## config.mk

```make
export PLATFORM = sky130hd
export DESIGN_NAME = m_div_controller_flat
export DESIGN_NICKNAME = d
export VERILOG_FILES = /design/src/rtl/m_div_controller_if.sv /design/src/rtl/m_div_controller.sv /design/src/flat_wrapper.sv
export SDC_FILE = /design/constraint.sdc
export NUM_CORES = 1
export LEC_CHECK = 0
export ABC_AREA = 1
export CORE_ASPECT_RATIO = 0.75
export CORE_MARGIN = 2
export CORE_UTILIZATION = 43
export CTS_CLUSTER_SIZE = 25
export DETAILED_ROUTE_END_ITERATION = 10
export GPL_TIMING_DRIVEN = 0
export PLACE_DENSITY_LB_ADDON = 0.05
export RECOVER_POWER = 25
export SYNTH_ARGS = -nofsm -noshare
export SYNTH_HDL_FRONTEND = slang
export SYNTH_SLANG_ARGS = --single-unit
```

## constraint.sdc

```tcl
create_clock -name clk -period 4 [get_ports clk]
set_clock_uncertainty 0.1 [all_clocks]
set_input_delay 1 -clock clk [delete_from_list [all_inputs] [get_ports clk]]
set_output_delay 1 -clock clk [all_outputs]
set_load 0.02 [all_outputs]
```

## src/rtl/m_div_controller_if.sv

```systemverilog
// M-unit divider core-side bus: dispatch request (start) and writeback result channels.
// Latency: none, wires only.
// Backpressure: start_ready gates dispatch; result_ready holds the result until taken.
interface m_div_controller_if #(
  parameter int XLEN = 32
);
  logic            start_valid;
  logic            start_ready;
  logic [1:0]      op;
  logic [XLEN-1:0] rs1;
  logic [XLEN-1:0] rs2;
  logic            result_valid;
  logic            result_ready;
  logic [XLEN-1:0] result;

  // Core side: issues requests, consumes results.
  modport master (
    output start_valid, op, rs1, rs2, result_ready,
    input  start_ready, result_valid, result
  );

  // Divider side: accepts requests, produces results.
  modport slave (
    input  start_valid, op, rs1, rs2, result_ready,
    output start_ready, result_valid, result
  );
endinterface

```

## src/rtl/m_div_controller.sv

```systemverilog
// Control FSM for the iterative restoring divider (DIV/DIVU/REM/REMU, RISC-V special cases).
// Latency: 34 edges accept->result_valid for normal ops, 1 edge for div-by-zero/overflow.
// Backpressure: one op in flight, start_ready only in IDLE; result held in DONE until result_ready.
module m_div_controller #(
  parameter int XLEN  = 32,
  parameter int CNT_W = $clog2(XLEN)
) (
  input  logic             clk,
  input  logic             reset,
  m_div_controller_if.slave bus,
  output logic [XLEN-1:0]  dp_rs1_o,
  output logic [XLEN-1:0]  dp_rs2_o,
  output logic [1:0]       mux_r_o,
  output logic [1:0]       mux_d_o,
  output logic [1:0]       mux_z_o,
  input  logic [XLEN-1:0]  r_i,
  input  logic [XLEN-1:0]  z_i
);

  localparam logic [2:0] S_IDLE  = 3'd0;
  localparam logic [2:0] S_INIT  = 3'd1;
  localparam logic [2:0] S_ITER  = 3'd2;
  localparam logic [2:0] S_FIXUP = 3'd3;
  localparam logic [2:0] S_DONE  = 3'd4;

  localparam logic [1:0] R_KEEP = 2'd0, R_A = 2'd1, R_A_NEG = 2'd2, R_SUB_KEEP = 2'd3;
  localparam logic [1:0] D_KEEP = 2'd0, D_B = 2'd1, D_B_NEG = 2'd2, D_SHR = 2'd3;
  localparam logic [1:0] Z_KEEP = 2'd0, Z_ZERO = 2'd1, Z_SHL_ADD = 2'd2;

  localparam logic [CNT_W-1:0] CNT_LAST = CNT_W'(XLEN - 1);
  localparam logic [XLEN-1:0]  INT_MIN  = {1'b1, {(XLEN-1){1'b0}}};

  logic [2:0]       state_q, state_d;
  logic [CNT_W-1:0] cnt_q, cnt_d;
  logic             op_rem_q, op_rem_d;
  logic             neg_a_q, neg_a_d;
  logic             neg_b_q, neg_b_d;
  logic [XLEN-1:0]  dp_rs1_q, dp_rs1_d;
  logic [XLEN-1:0]  dp_rs2_q, dp_rs2_d;
  logic [XLEN-1:0]  result_q, result_d;

  logic            accept;
  logic            is_signed;
  logic            div_zero;
  logic            overflow;
  logic [XLEN-1:0] special_res;
  logic [XLEN-1:0] quo_fix;
  logic [XLEN-1:0] rem_fix;

  // Request decode: handshake and the two short-circuit cases resolved at accept time.
  always_comb begin
    accept      = bus.start_valid && (state_q == S_IDLE);
    is_signed   = ~bus.op[0];
    div_zero    = (bus.rs2 == '0);
    overflow    = is_signed && (bus.rs1 == INT_MIN) && (bus.rs2 == '1);
    special_res = '0;
    if (div_zero) begin
      special_res = bus.op[1] ? bus.rs1 : '1;
    end else begin
      special_res = bus.op[1] ? '0 : INT_MIN;
    end
  end

  // Sign fix-up: quotient negative when operand signs differ, remainder takes the dividend sign.
  always_comb begin
    quo_fix = (neg_a_q ^ neg_b_q) ? ('0 - z_i) : z_i;
    rem_fix = neg_a_q ? ('0 - r_i) : r_i;
  end

  // Next-state logic for the sequencer and its captured operands/result.
  always_comb begin
    state_d  = state_q;
    cnt_d    = cnt_q;
    op_rem_d = op_rem_q;
    neg_a_d  = neg_a_q;
    neg_b_d  = neg_b_q;
    dp_rs1_d = dp_rs1_q;
    dp_rs2_d = dp_rs2_q;
    result_d = result_q;
    case (state_q)
      S_IDLE: begin
        if (accept) begin
          op_rem_d = bus.op[1];
          neg_a_d  = is_signed && bus.rs1[XLEN-1];
          neg_b_d  = is_signed && bus.rs2[XLEN-1];
          dp_rs1_d = bus.rs1;
          dp_rs2_d = bus.rs2;
          if (div_zero || overflow) begin
            result_d = special_res;
            state_d  = S_DONE;
          end else begin
            state_d  = S_INIT;
          end
        end
      end
      S_INIT: begin
        cnt_d   = '0;
        state_d = S_ITER;
      end
      S_ITER: begin
        // Counter returns to 0 on exit so it is clean for the next op.
        if (cnt_q == CNT_LAST) begin
          cnt_d   = '0;
          state_d = S_FIXUP;
        end else begin
          cnt_d   = cnt_q + 1'b1;
        end
      end
      S_FIXUP: begin
        result_d = op_rem_q ? rem_fix : quo_fix;
        state_d  = S_DONE;
      end
      S_DONE: begin
        if (bus.result_ready) begin
          state_d = S_IDLE;
        end
      end
      default: begin
        state_d = S_IDLE;
      end
    endcase
  end

  // State registers; reset discards any in-flight operation.
  always_ff @(posedge clk or posedge reset) begin
    if (reset) begin
      state_q  <= S_IDLE;
      cnt_q    <= '0;
      op_rem_q <= 1'b0;
      neg_a_q  <= 1'b0;
      neg_b_q  <= 1'b0;
      dp_rs1_q <= '0;
      dp_rs2_q <= '0;
      result_q <= '0;
    end else begin
      state_q  <= state_d;
      cnt_q    <= cnt_d;
      op_rem_q <= op_rem_d;
      neg_a_q  <= neg_a_d;
      neg_b_q  <= neg_b_d;
      dp_rs1_q <= dp_rs1_d;
      dp_rs2_q <= dp_rs2_d;
      result_q <= result_d;
    end
  end

  // Datapath mux selects decoded from state; KEEP everywhere outside INIT/ITER.
  always_comb begin
    mux_r_o = R_KEEP;
    mux_d_o = D_KEEP;
    mux_z_o = Z_KEEP;
    case (state_q)
      S_INIT: begin
        mux_r_o = neg_a_q ? R_A_NEG : R_A;
        mux_d_o = neg_b_q ? D_B_NEG : D_B;
        mux_z_o = Z_ZERO;
      end
      S_ITER: begin
        mux_r_o = R_SUB_KEEP;
        mux_d_o = D_SHR;
        mux_z_o = Z_SHL_ADD;
      end
      default: begin
        mux_r_o = R_KEEP;
        mux_d_o = D_KEEP;
        mux_z_o = Z_KEEP;
      end
    endcase
  end

  // Output drive: handshake flags from state, operands and result from registers.
  always_comb begin
    bus.start_ready  = (state_q == S_IDLE);
    bus.result_valid = (state_q == S_DONE);
    bus.result       = result_q;
    dp_rs1_o         = dp_rs1_q;
    dp_rs2_o         = dp_rs2_q;
  end

endmodule

```

## src/flat_wrapper.sv

```systemverilog
// flat-port wrapper written by rule: the top's interface ports become plain ports
module m_div_controller_flat 
#(
  parameter int XLEN  = 32,
  parameter int CNT_W = $clog2(XLEN)
)
  (clk, reset, dp_rs1_o, dp_rs2_o, mux_r_o, mux_d_o, mux_z_o, r_i, z_i, bus_start_valid, bus_op, bus_rs1, bus_rs2, bus_result_ready, bus_start_ready, bus_result_valid, bus_result);
  m_div_controller_if #(.XLEN(XLEN)) bus_i ();
  input  logic clk;
  input  logic reset;
  output logic [XLEN-1:0] dp_rs1_o;
  output logic [XLEN-1:0] dp_rs2_o;
  output logic [1:0] mux_r_o;
  output logic [1:0] mux_d_o;
  output logic [1:0] mux_z_o;
  input  logic [XLEN-1:0] r_i;
  input  logic [XLEN-1:0] z_i;
  input wire logic [$bits(bus_i.start_valid)-1:0] bus_start_valid;
  input wire logic [$bits(bus_i.op)-1:0] bus_op;
  input wire logic [$bits(bus_i.rs1)-1:0] bus_rs1;
  input wire logic [$bits(bus_i.rs2)-1:0] bus_rs2;
  input wire logic [$bits(bus_i.result_ready)-1:0] bus_result_ready;
  output wire logic [$bits(bus_i.start_ready)-1:0] bus_start_ready;
  output wire logic [$bits(bus_i.result_valid)-1:0] bus_result_valid;
  output wire logic [$bits(bus_i.result)-1:0] bus_result;
  assign bus_i.start_valid = bus_start_valid;
  assign bus_i.op = bus_op;
  assign bus_i.rs1 = bus_rs1;
  assign bus_i.rs2 = bus_rs2;
  assign bus_i.result_ready = bus_result_ready;
  assign bus_start_ready = bus_i.start_ready;
  assign bus_result_valid = bus_i.result_valid;
  assign bus_result = bus_i.result;
  m_div_controller #(.XLEN(XLEN), .CNT_W(CNT_W)) u_core (.clk(clk), .reset(reset), .bus(bus_i), .dp_rs1_o(dp_rs1_o), .dp_rs2_o(dp_rs2_o), .mux_r_o(mux_r_o), .mux_d_o(mux_d_o), .mux_z_o(mux_z_o), .r_i(r_i), .z_i(z_i));
endmodule
```

# Word level (Yosys, flattened, before mapping)
# Index checks and enable logic that the tools add are counted.
[totals] regBits=107 in_bits=134 output_inout_bits=104 wordCells=58
[op_classes] addsub=3 eq_ne=11 muxes=21 bitwise_logic=2 n_reduce_logical=13
[op_table] cell="two-way mux 32 bit" n=8
[op_table] cell="== test 32 bit, second input constant" n=2
[op_table] cell="case mux 32 bit (2 select lines)" n=1
[op_table] cell="subtractor 1 x 32 -> 32 bit, first input constant" n=2
[op_table] cell="zero test 32 bit" n=1
[op_table] cell="case mux 3 bit (5 select lines)" n=1
[op_table] cell="two-way mux 3 bit" n=4
[op_table] cell="case mux 2 bit (2 select lines)" n=3
[op_table] cell="case mux 5 bit (2 select lines)" n=1
[op_table] cell="== test 3 x 2 -> 1 bit, second input constant" n=2
[op_table] cell="!= test 2 x 1 -> 1 bit, second input constant" n=3
[op_table] cell="AND reduction 3 bit" n=2
[op_table] cell="adder 5 x 1 -> 5 bit, second input constant" n=1
[op_table] cell="== test 5 bit, second input constant" n=1
[op_table] cell="logical AND 1 bit" n=5
[op_table] cell="two-way mux 5 bit" n=1
[op_table] cell="two-way mux 2 bit" n=2
[op_table] cell="nonzero test 2 bit" n=2
[op_table] cell="== test 3 x 1 -> 1 bit, second input constant" n=1
[op_table] cell="== test 3 bit, second input constant" n=1
[op_table] cell="zero test 3 bit" n=1
[op_table] cell="!= test 2 bit, second input constant" n=1
[op_table] cell="AND reduction 2 bit" n=1
[op_table] cell="logical OR 1 bit" n=1
[op_table] cell="2 further kinds" n=2

# Depth between registers and ports, before layout
[logic_depth] word_depth=7 mapped_depth=13 ltp_nobuf=13

# Least setup slack after synthesis
# No wires, ideal clock.
[synth_timing] path_type="reg2out" from="reg u_core.state_q[2]" to="out mux_d_o[0]" arrival_time_ps=1661 required_time_ps=2900 slack_ps=1239 path_stages_with_launch=4 path_buffers=0 cell_sequence="dfrtp_1 > nor3_1 > inv_1 > o21ai_0"
[synth_between] elab_chain_len=2 elab_cells_between_ends=3 cone_classes="2 x eq/ne; 1 x mux"
[synth_lines] item="start: declaration" line_no="m_div_controller.sv:33" text="logic [2:0] state_q, state_d;"
[synth_lines] item="start signal: assignment" line_no="m_div_controller.sv:136" text="state_q <= state_d;"
[synth_lines] item="== test 3 x 2 -> 1 bit / == test 3 x 1 -> 1 bit (equally long branches)" line_no="m_div_controller.sv:152" text="case (state_q)"
[synth_lines] item="case mux 2 bit (2 select lines) *" line_no="m_div_controller.sv:152"
[synth_lines] item="end: declaration" line_no="flat_wrapper.sv:14" text="output logic [1:0] mux_d_o;"
# Every way passes the cells marked *; elsewhere a longest branch is shown, timed or not.

# Worst setup path in the final report
[layout_timing] from="reg u_core.neg_a_q" to="out mux_r_o[1]"
[layout_between] elab_chain_len=2
[layout_lines] item="start: declaration" line_no="m_div_controller.sv:36" text="logic neg_a_q, neg_a_d;"
[layout_lines] item="start signal: assignment" line_no="m_div_controller.sv:139" text="neg_a_q <= neg_a_d;"
[layout_lines] item="two-way mux 2 bit" line_no="m_div_controller.sv:154" text="mux_r_o = neg_a_q ? R_A_NEG : R_A;"
[layout_lines] item="case mux 2 bit (2 select lines)" line_no="m_div_controller.sv:152"
[layout_lines] item="end: declaration" line_no="flat_wrapper.sv:13" text="output logic [1:0] mux_r_o;"
# No other way between the ends.

==> qor.yml <==
viasPerCell: 5.29
combPwrFrac_pct: 61.6
grt_pass1_wl_um: 41800
pwr-share-clk_pct: 12.3
seqCellArea_mm2: 0.00268
cp.required_ns: 2.90
start_util_pct: 43.6
fin_crit_ns: 3.40
insertion_delay_ns: 0.36
io_pins: 238
numCtsBuffers: 9
timing.setup.tns_ns: 0
grt_overflow_total: 0
critPathArrivalTime_ns: 2.30
drt_first_pass_iters: 5
criticalPathCategory: "flop to output pin"
multi_input_area_mm2: 0.00400
synthDistinctLibCells: 31
setup_viol: 0
worstHoldStart: "u_core.dp_rs2_o[12]$_DFFE_PP0P_"
endpoint_kind: "output pin"
most-common-layout-cells: "nand2_1, clkdlybuf4s50_1, nor2_1"
ir_worst_vdd_mv: 0.409
clock-root-buffer: "clkbuf_16"
wire_per_inst_um: 16.8
area_growth_pct: 40.4
clkTransAtPathRegs_ns: 0.08
hold_path_class: "flop to flop"
pwr-share-seq_pct: 26.0
port_buffers: 237
cts-htree-levels: 3
num_vias: 8635
p_switching_uw: 3490
clock_path_buffers: 2
post-dp-hpwl_um: 22200
ys_ff_latch: 107
die_area_mm2: 0.0180
rsz0062_at_grt: "no"
grt.total_usage_pct: 30.2
dp_cells: 1615
drcViolationCount: 0
avgSynthCellArea_um2: 6.26
crit_path_start: "u_core.neg_a_q$_DFFE_PP0P_"
clock-sinks: 107
hold_buffers: 0
cap_viol_max_count: 0
row_count: 41
sw_frac_of_total_pct: 48.2
seq_area_frac_synth_pct: 36.8
die_w_um: 154
hold_viol: 0
period_share_pct: 85.0
syn-cell-area_mm2: 0.00727
core_mm2: 0.0167
total_power_uw: 7250
leakage_uw: 0.00488
drtIter0Drc: 858
grt_pass1_vias: 7590
stdcell_count: 1631
n_antenna_cell: 0
finalWirelength_um: 27400
cellPowerDensity_mw_per_mm2: 710
chipHeight_um: 117
postRouteAntennaNets: 0
drv_slew: 0
antenna_found_initial: 0
worst_slew_pin_slew_ns: 1.21
relSlewSlack_pct: 19.4
crit_path_max_fanout: 10
start_kind: "flop"
holdWs_ns: 0.372
fmax_mhz: 294
synth_warnings: 0
fillers: 1591
cts_resized: 0
nets: 1549
post-cts-setup-buffers: 0
synth.net_count: 1300
final_common_cell: "nand2_1"
grt_max_degree: 62
cts_tree: "yes"
internal-power_uw: 3760
syn_inst: 1162
finish.utilization_pct: 61.3
gp_congestion: 0.952
outcome: "complete, no violations"
worstReg2RegStart: "u_core.state_q[2]$_DFFE_PP0P_"
drive_above_1_share_pct: 4.17
final cells by class:
type | instances | share of cell area, %
timing repair buffer | 238 | 23.3
buffer | 43 | 2.23
multi-input combinational | 914 | 39.2
inverter | 98 | 3.63
clock buffer | 9 | 2.21
sequential | 107 | 26.2
tap | 215 | 2.63
clock inverter | 7 | 0.649
state kept, by name, summed over array words and instances, names as in the netlist:
register,count
u_core.dp_rs2_o,32
u_core.neg_b_q,1
u_core.state_q,3
u_core.bus.result,32
u_core.neg_a_q,1
u_core.op_rem_q,1
u_core.dp_rs1_o,32
u_core.cnt_q,5
layer usage:
layer | routed length [µm] | global-route usage [%] | up-vias
met3 | 2660 | 6.53 | 18
met4 | 208 | 3.99 | 0
met2 | 11200 | 43.6 | 423
met5 | 0 | 0 | -
li1 | - | - | 4212
met1 | 13400 | 47.1 | 3982
critical path: stages (launching register included):
cell             delay, ns
dfrtp_1               0.36
buf_4                 0.15
inv_1                 0.08
clkbuf_1              0.46
o21ai_0               0.29
clkdlybuf4s50_1       0.60
synth_stat cells (all sizes together):
cell type    n  area [µm²]
a21oi       10        50.1
a22o         2        17.5
buf         30         180
clkbuf      13        48.8
dfrtp      107        2680
ha           4        50.1
inv         98         368
mux2i        1        10.0
nand2      470        1770
nand3      110         556
nand3b      32         240
nand4       12        75.1
nor2       153         577
nor3         7        51.3
nor3b        1        7.51
o211ai       8        60.1
o21ai       98         490
o21bai       2        15.0
o22ai        2        12.5
or2          2        12.5
path summary, 6_finish.rpt:
path | cells past startpoint | slack (ns) | to
worst max-delay path | 5 | 0.60 | mux_r_o[1]
worst min-delay path | 2 | 0.37 | u_core.dp_rs2_o[12]$_DFFE_PP0P_
worst max register to register | 7 | 2.01 | u_core.dp_rs1_o[15]$_DFFE_PP0P_
worst min register to register | 2 | 0.37 | u_core.dp_rs2_o[12]$_DFFE_PP0P_
max in group asynchronous | 3 | 0.98 | u_core.bus.result[11]$_DFFE_PP0P_
min in group asynchronous | 2 | 1.16 | u_core.bus.result[23]$_DFFE_PP0P_
logic make-up (layout without fill, tap and decap cells):
logic type	Yosys count	in the layout	share of synthesized area (%)
AOI/OAI and AO/OA	122	122	8.88
muxes	1	1	0.138
DFF	107	107	36.8
adders and majority gates	4	4	0.688
buffers and inverters	141	395	8.21
and+or+nand+nor	787	787	45.3
through the flow:
stage	area, µm²	setup slack [ns]
2_1_floorplan	7270	0.0828
3_3_place_gp	9910	-1.60
3_5_place_dp	9940	0.798
4_1_cts	10200	0.662
5_1_grt	10200	0.550
6_report	10200	0.600
power by group through the flow:
stage	logic [µW]	registers (µW)	clock network (µW)
final	4470	1890	895
after global routing	4880	1940	952
after CTS	4440	1880	904
after global placement	4350	1890	0
after detailed placement	4420	1890	0
after floorplan	1970	2400	0
Power figures use the tool's default switching activity.
